$ cat config.mk
export PLATFORM = sky130hd
export DESIGN_NAME = uvmt_mio_cli_st_xchg_flat
export DESIGN_NICKNAME = d
export VERILOG_FILES = /design/src/rtl/uvmt_mio_cli_st_xchg_if.sv /design/src/rtl/uvmt_mio_cli_st_xchg.sv /design/src/flat_wrapper.sv
export SDC_FILE = /design/constraint.sdc
export NUM_CORES = 1
export LEC_CHECK = 0
export CORE_MARGIN = 3
export CORE_UTILIZATION = 50
export CTS_CLUSTER_DIAMETER = 50
export DETAILED_ROUTE_END_ITERATION = 10
export GPL_TIMING_DRIVEN = 0
export PLACE_DENSITY = 0.72
export SYNTH_ARGS = -nofsm -noshare
export SYNTH_HDL_FRONTEND = slang
export SYNTH_SLANG_ARGS = --single-unit
$ cat constraint.sdc
create_clock -name clk -period 2.6 [get_ports clk]
set_input_delay 0.26 -clock clk [delete_from_list [all_inputs] [get_ports clk]]
set_output_delay 0.26 -clock clk [all_outputs]
set_load 0.02 [all_outputs]
$ cat src/rtl/uvmt_mio_cli_st_xchg_if.sv
// rtl/uvmt_mio_cli_st_xchg_if.sv - bob/alice handshake bundle plus level and count taps
interface uvmt_mio_cli_st_xchg_if #(
    parameter int DATA_WIDTH = 32,
    parameter int DEPTH      = 4,
    parameter int CNT_WIDTH  = 16
);
    localparam int LW = $clog2(DEPTH) + 1;

    logic                  bob_tx_valid;
    logic                  bob_tx_ready;
    logic [DATA_WIDTH-1:0] bob_tx_data;
    logic                  alice_rx_valid;
    logic                  alice_rx_ready;
    logic [DATA_WIDTH-1:0] alice_rx_data;
    logic                  alice_tx_valid;
    logic                  alice_tx_ready;
    logic [DATA_WIDTH-1:0] alice_tx_data;
    logic                  bob_rx_valid;
    logic                  bob_rx_ready;
    logic [DATA_WIDTH-1:0] bob_rx_data;
    logic [LW-1:0]         b2a_level;
    logic [LW-1:0]         a2b_level;
    logic [CNT_WIDTH-1:0]  b2a_count;
    logic [CNT_WIDTH-1:0]  a2b_count;

    modport slave (
        input  bob_tx_valid, bob_tx_data, alice_rx_ready,
        input  alice_tx_valid, alice_tx_data, bob_rx_ready,
        output bob_tx_ready, alice_rx_valid, alice_rx_data,
        output alice_tx_ready, bob_rx_valid, bob_rx_data,
        output b2a_level, a2b_level, b2a_count, a2b_count
    );

    modport master (
        output bob_tx_valid, bob_tx_data, alice_rx_ready,
        output alice_tx_valid, alice_tx_data, bob_rx_ready,
        input  bob_tx_ready, alice_rx_valid, alice_rx_data,
        input  alice_tx_ready, bob_rx_valid, bob_rx_data,
        input  b2a_level, a2b_level, b2a_count, a2b_count
    );
endinterface

$ cat src/rtl/uvmt_mio_cli_st_xchg.sv
// rtl/uvmt_mio_cli_st_xchg.sv - two independent buffered valid/ready channels between bob and alice
module uvmt_mio_cli_st_xchg_fifo #(
    parameter int DATA_WIDTH = 32,
    parameter int DEPTH      = 4,
    parameter int CNT_WIDTH  = 16
) (
    input  logic                    clk,
    input  logic                    rst_n,
    input  logic                    tx_valid,
    output logic                    tx_ready,
    input  logic [DATA_WIDTH-1:0]   tx_data,
    output logic                    rx_valid,
    input  logic                    rx_ready,
    output logic [DATA_WIDTH-1:0]   rx_data,
    output logic [$clog2(DEPTH):0]  level,
    output logic [CNT_WIDTH-1:0]    count
);
    localparam int AW = $clog2(DEPTH);
    localparam int PW = AW + 1;

    logic [PW-1:0]         wr_ptr_q, wr_ptr_d;
    logic [PW-1:0]         rd_ptr_q, rd_ptr_d;
    logic [CNT_WIDTH-1:0]  count_q, count_d;
    logic                  tx_ready_q, tx_ready_d;
    logic [DATA_WIDTH-1:0] mem_q [DEPTH];
    logic [DATA_WIDTH-1:0] mem_d [DEPTH];
    logic                  push, pop;

    assign rx_valid = (wr_ptr_q != rd_ptr_q);
    assign rx_data  = mem_q[rd_ptr_q[AW-1:0]];
    assign level    = wr_ptr_q - rd_ptr_q;
    assign count    = count_q;
    assign tx_ready = tx_ready_q;

    // Ready is a flop of the next-state fullness, so a pop while full frees a slot one cycle later.
    always_comb begin
        push       = tx_valid && tx_ready_q;
        pop        = rx_valid && rx_ready;
        wr_ptr_d   = wr_ptr_q + PW'(push);
        rd_ptr_d   = rd_ptr_q + PW'(pop);
        count_d    = count_q + CNT_WIDTH'(pop);
        tx_ready_d = !((wr_ptr_d[AW-1:0] == rd_ptr_d[AW-1:0]) && (wr_ptr_d[AW] != rd_ptr_d[AW]));
        mem_d      = mem_q;
        if (push) begin
            mem_d[wr_ptr_q[AW-1:0]] = tx_data;
        end
    end

    always_ff @(posedge clk or negedge rst_n) begin
        if (!rst_n) begin
            wr_ptr_q   <= '0;
            rd_ptr_q   <= '0;
            count_q    <= '0;
            tx_ready_q <= 1'b1;
            for (int i = 0; i < DEPTH; i++) begin
                mem_q[i] <= '0;
            end
        end else begin
            wr_ptr_q   <= wr_ptr_d;
            rd_ptr_q   <= rd_ptr_d;
            count_q    <= count_d;
            tx_ready_q <= tx_ready_d;
            mem_q      <= mem_d;
        end
    end
endmodule

module uvmt_mio_cli_st_xchg #(
    parameter int DATA_WIDTH = 32,
    parameter int DEPTH      = 4,
    parameter int CNT_WIDTH  = 16
) (
    input logic                  clk,
    input logic                  reset_n,
    uvmt_mio_cli_st_xchg_if.slave xif
);
    uvmt_mio_cli_st_xchg_fifo #(
        .DATA_WIDTH (DATA_WIDTH),
        .DEPTH      (DEPTH),
        .CNT_WIDTH  (CNT_WIDTH)
    ) u_b2a (
        .clk      (clk),
        .rst_n    (reset_n),
        .tx_valid (xif.bob_tx_valid),
        .tx_ready (xif.bob_tx_ready),
        .tx_data  (xif.bob_tx_data),
        .rx_valid (xif.alice_rx_valid),
        .rx_ready (xif.alice_rx_ready),
        .rx_data  (xif.alice_rx_data),
        .level    (xif.b2a_level),
        .count    (xif.b2a_count)
    );

    uvmt_mio_cli_st_xchg_fifo #(
        .DATA_WIDTH (DATA_WIDTH),
        .DEPTH      (DEPTH),
        .CNT_WIDTH  (CNT_WIDTH)
    ) u_a2b (
        .clk      (clk),
        .rst_n    (reset_n),
        .tx_valid (xif.alice_tx_valid),
        .tx_ready (xif.alice_tx_ready),
        .tx_data  (xif.alice_tx_data),
        .rx_valid (xif.bob_rx_valid),
        .rx_ready (xif.bob_rx_ready),
        .rx_data  (xif.bob_rx_data),
        .level    (xif.a2b_level),
        .count    (xif.a2b_count)
    );
endmodule
$ cat src/flat_wrapper.sv
// flat-port wrapper written by rule: the top's interface ports become plain ports
module uvmt_mio_cli_st_xchg_flat 
#(
    parameter int DATA_WIDTH = 32,
    parameter int DEPTH      = 4,
    parameter int CNT_WIDTH  = 16
)
  (clk, reset_n, xif_bob_tx_valid, xif_bob_tx_data, xif_alice_rx_ready, xif_alice_tx_valid, xif_alice_tx_data, xif_bob_rx_ready, xif_bob_tx_ready, xif_alice_rx_valid, xif_alice_rx_data, xif_alice_tx_ready, xif_bob_rx_valid, xif_bob_rx_data, xif_b2a_level, xif_a2b_level, xif_b2a_count, xif_a2b_count);
  uvmt_mio_cli_st_xchg_if #(.DATA_WIDTH(DATA_WIDTH), .DEPTH(DEPTH), .CNT_WIDTH(CNT_WIDTH)) xif_i ();
  input logic clk;
  input logic reset_n;
  input wire logic [$bits(xif_i.bob_tx_valid)-1:0] xif_bob_tx_valid;
  input wire logic [$bits(xif_i.bob_tx_data)-1:0] xif_bob_tx_data;
  input wire logic [$bits(xif_i.alice_rx_ready)-1:0] xif_alice_rx_ready;
  input wire logic [$bits(xif_i.alice_tx_valid)-1:0] xif_alice_tx_valid;
  input wire logic [$bits(xif_i.alice_tx_data)-1:0] xif_alice_tx_data;
  input wire logic [$bits(xif_i.bob_rx_ready)-1:0] xif_bob_rx_ready;
  output wire logic [$bits(xif_i.bob_tx_ready)-1:0] xif_bob_tx_ready;
  output wire logic [$bits(xif_i.alice_rx_valid)-1:0] xif_alice_rx_valid;
  output wire logic [$bits(xif_i.alice_rx_data)-1:0] xif_alice_rx_data;
  output wire logic [$bits(xif_i.alice_tx_ready)-1:0] xif_alice_tx_ready;
  output wire logic [$bits(xif_i.bob_rx_valid)-1:0] xif_bob_rx_valid;
  output wire logic [$bits(xif_i.bob_rx_data)-1:0] xif_bob_rx_data;
  output wire logic [$bits(xif_i.b2a_level)-1:0] xif_b2a_level;
  output wire logic [$bits(xif_i.a2b_level)-1:0] xif_a2b_level;
  output wire logic [$bits(xif_i.b2a_count)-1:0] xif_b2a_count;
  output wire logic [$bits(xif_i.a2b_count)-1:0] xif_a2b_count;
  assign xif_i.bob_tx_valid = xif_bob_tx_valid;
  assign xif_i.bob_tx_data = xif_bob_tx_data;
  assign xif_i.alice_rx_ready = xif_alice_rx_ready;
  assign xif_i.alice_tx_valid = xif_alice_tx_valid;
  assign xif_i.alice_tx_data = xif_alice_tx_data;
  assign xif_i.bob_rx_ready = xif_bob_rx_ready;
  assign xif_bob_tx_ready = xif_i.bob_tx_ready;
  assign xif_alice_rx_valid = xif_i.alice_rx_valid;
  assign xif_alice_rx_data = xif_i.alice_rx_data;
  assign xif_alice_tx_ready = xif_i.alice_tx_ready;
  assign xif_bob_rx_valid = xif_i.bob_rx_valid;
  assign xif_bob_rx_data = xif_i.bob_rx_data;
  assign xif_b2a_level = xif_i.b2a_level;
  assign xif_a2b_level = xif_i.a2b_level;
  assign xif_b2a_count = xif_i.b2a_count;
  assign xif_a2b_count = xif_i.a2b_count;
  uvmt_mio_cli_st_xchg #(.DATA_WIDTH(DATA_WIDTH), .DEPTH(DEPTH), .CNT_WIDTH(CNT_WIDTH)) u_core (.clk(clk), .reset_n(reset_n), .xif(xif_i));
endmodule
==> impl_metrics.json <==
{
  "relSlewSlack_pct": 61.41,
  "r2r_end": "u_core.u_a2b.tx_ready$_DFF_PN1_",
  "cts.path.max_buffers": 3,
  "async_flop_share_pct": 100.0,
  "syn_avg_cell_area_sq_um": 16.79,
  "seq_area_sq_um": 7560,
  "die_h_um": 170.1,
  "clkSlewWorstSetupHoldPaths_ps": 50,
  "dp_hpwl_mm": 18.20,
  "critPathLaunch": "u_core.u_b2a.rd_ptr_q[0]$_DFF_PN0_",
  "hold_class": "input port to asynchronous set/reset pin",
  "period_minus_slack_ps": 2450,
  "coreArea_sq_um": 26280,
  "drv_slew": 0,
  "cp_slowest_cell": "clkdlybuf4s50_1",
  "area.growth.synth_to_final_pct": 27.24,
  "first_pass_iters": 4,
  "setup_viol": 0,
  "dp_cells": 1315,
  "ant_nets": 0,
  "cpPeakStageDelay_ps": 560,
  "period_share_pct": 94.24,
  "synthDistinctLibCells": 26,
  "netlist_area_sq_um": 13460,
  "routedWlPerCell_um": 19.67,
  "yosys.area.top_type": "dfrtp_1",
  "htree_levels": 2,
  "regToRegSetupSlack_ps": 160,
  "reg2regPathDepth": 11,
  "final_common_cell": "dfrtp_1",
  "drive_gt1_share_pct": 42.39,
  "io_buffers": 175,
  "vias": 7511,
  "status": "finished, final reports clean",
  "p_leak_nw": 7.672,
  "grt_pass1_wl_mm": 43.86,
  "worst_slew_pin_slew_ps": 578.8,
  "crit_type": "flop to output pin",
  "rsz0062_at_grt": "no",
  "track_usage_pct": 19.11,
  "rr_startpoint": "u_core.u_a2b.rd_ptr_q[1]$_DFF_PN0_",
  "multi_input_area_sq_um": 5560,
  "cts.sink_count": 302,
  "timing.fmax_mhz": 408.1,
  "initial_core_util_pct": 51.23,
  "start_kind": "flop",
  "ys_warn_count": 0,
  "finalHoldViolations": 0,
  "root_buffer": "clkbuf_16",
  "tns_ps": 0,
  "cts_tree": "built",
  "drt_wl_total_mm": 27.17,
  "fillCellCount": 1937,
  "viasPerCell": 5.439,
  "syn_nets": 891,
  "drcViolationCount": 0,
  "worstPathArrival_ps": 2190,
  "die_area_sq_um": 28930,
  "cts_buffers": 36,
  "synthFlopType": "dfrtp_1",
  "pin_count": 176,
  "final_cell_mix": "dfrtp_1, mux2_2, clkdlybuf4s50_1",
  "netlist_instances": 802,
  "synth_edf_count": 0,
  "finClkSkew_ps": 17.45,
  "grt_pass1_vias": 8190,
  "critical_path.max_fanout": 5,
  "critPathRequiredTime_ps": 2340,
  "powerDensity_nw_per_um2": 1430,
  "ir_drop_mv": 0.8789,
  "maxCapViolCount": 0,
  "crit_path_cell_trace": "clkbuf_4, mux4_2, clkdlybuf4s50_1",
  "drtIter0Drc": 277,
  "synth-seq-cells": 302,
  "synth_area_leaders": "dfrtp_1, mux2_2, mux4_2",
  "grt_max_degree": 100,
  "end_kind": "output pin",
  "grt_antenna_before_repair": 1,
  "stdcell_count": 1381,
  "grt-ovfl-total": 0,
  "synth_seq_area_share_pct": 56.15,
  "num_rows": 59,
  "gp_congestion": 0.7509,
  "clkLatencyLatePin_ps": 500,
  "layout.nets": 1110,
  "fp.dieW_um": 170.1,
  "yosys.area.top_type_share_pct": 55.76
}
kinds of logic (layout without fill, tap and decap cells):
group / count (synthesis) / after routing / synth area share (%)
multiplexers: 320 / 320 / 33.79
flip-flops: 302 / 302 / 56.15
buffers and inverters: 60 / 303 / 2.872
AND/OR/NAND/NOR: 59 / 59 / 2.574
XOR/XNOR: 42 / 42 / 2.732
adder cells (fa/ha/maj): 19 / 19 / 1.877
other: 0 / 1 / 0
per-layer routing:
metal  up-vias  GRT usage (%)  routed length (um)
met4         0          5.326                 580
met1      3924          27.15               12130
met2       159          30.06               13010
li1       3387              -                   -
met5         -              0                   0
met3        41          4.274                1451
Yosys cell counts (6+ instances only):
| library cell | n |
|---|---|
| clkbuf_1 | 10 |
| mux4_2 | 64 |
| dfrtp_1 | 300 |
| xnor2_1 | 22 |
| ha_1 | 17 |
| nand3_1 | 15 |
| buf_2 | 27 |
| buf_12 | 6 |
| xor2_1 | 20 |
| nand2_1 | 6 |
| mux2_2 | 196 |
| mux2_4 | 60 |
| inv_1 | 13 |
| nand4_1 | 12 |
timing repair:
action | CTS | global route
hold buffers | 1 | 0
gates resized for setup | 69 | 37
hold endpoints to repair | 70 | 0
setup buffers | 2 | 0
pin swaps | 1 | 0
setup endpoints to repair | 84 | 39
gates cloned | 0 | 0
layout make-up:
class | count | area share [%]
plain buffers | 47 | 2.527
inverters | 13 | 0.2849
well taps | 335 | 2.447
repair buffers | 181 | 10.97
clock inverters | 17 | 1.293
multi-input cells | 440 | 32.46
flip-flops and latches | 302 | 44.13
diodes | 1 | 0.01461
clock buffers | 45 | 5.872
state kept, by name, indices dropped and copies added (netlist names):
| name | cells |
|---|---|
| u_core.u_a2b.count | 16 |
| u_core.u_a2b.mem_q | 128 |
| u_core.u_a2b.rd_ptr_q | 3 |
| u_core.u_a2b.tx_ready | 1 |
| u_core.u_a2b.wr_ptr_q | 3 |
| u_core.u_b2a.count | 16 |
| u_core.u_b2a.mem_q | 128 |
| u_core.u_b2a.rd_ptr_q | 3 |
| u_core.u_b2a.tx_ready | 1 |
| u_core.u_b2a.wr_ptr_q | 3 |
power by group:
part | internal (W) | leakage, nW | switching, W | total [W]
sequential | 0.00698 | 3.61 | 0.00118 | 0.00817
clock | 0.00324 | 0.608 | 0.00189 | 0.00512
combinational | 0.00629 | 3.45 | 0.00492 | 0.0112
total | 0.0165 | 7.67 | 0.00799 | 0.0245
critical path, delay by kind of cell (launching register included):
family / cells / cell delay, ps
muxes: 1 / 550
DFF: 1 / 370
buffers and inverters: 2 / 770
worst max-delay path by stage:
stage / slack (ps) / cells past startpoint / to
final: 150 / 3 / xif_alice_rx_data[31]
after detailed placement: -240 / 11 / u_core.u_a2b.count[14]$_DFF_PN0_
after floorplan: 30 / 11 / u_core.u_a2b.tx_ready$_DFF_PN1_
after global routing: 3 / 11 / u_core.u_b2a.tx_ready$_DFF_PN1_
after CTS: -190 / 4 / xif_alice_rx_data[15]
after global placement: -11990 / 1 / u_core.u_a2b.count[15]$_DFF_PN0_
through the flow:
stage	area (sq um)	power (W)	utilization (%)	setup WS [ps]	hold WS, ps
after floorplan	13470	0.01567	-	31.70	-35.59
after global placement	15640	0.01973	59.53	-11990	460.1
after detailed placement	15730	0.01998	59.86	-243.8	271.9
after CTS	17030	0.02491	64.82	-186.6	345.3
after global routing	17130	0.02595	65.18	3.273	358.8
final	17130	0.02450	65.18	149.8	325.5
(Power assumes the default switching activity.)
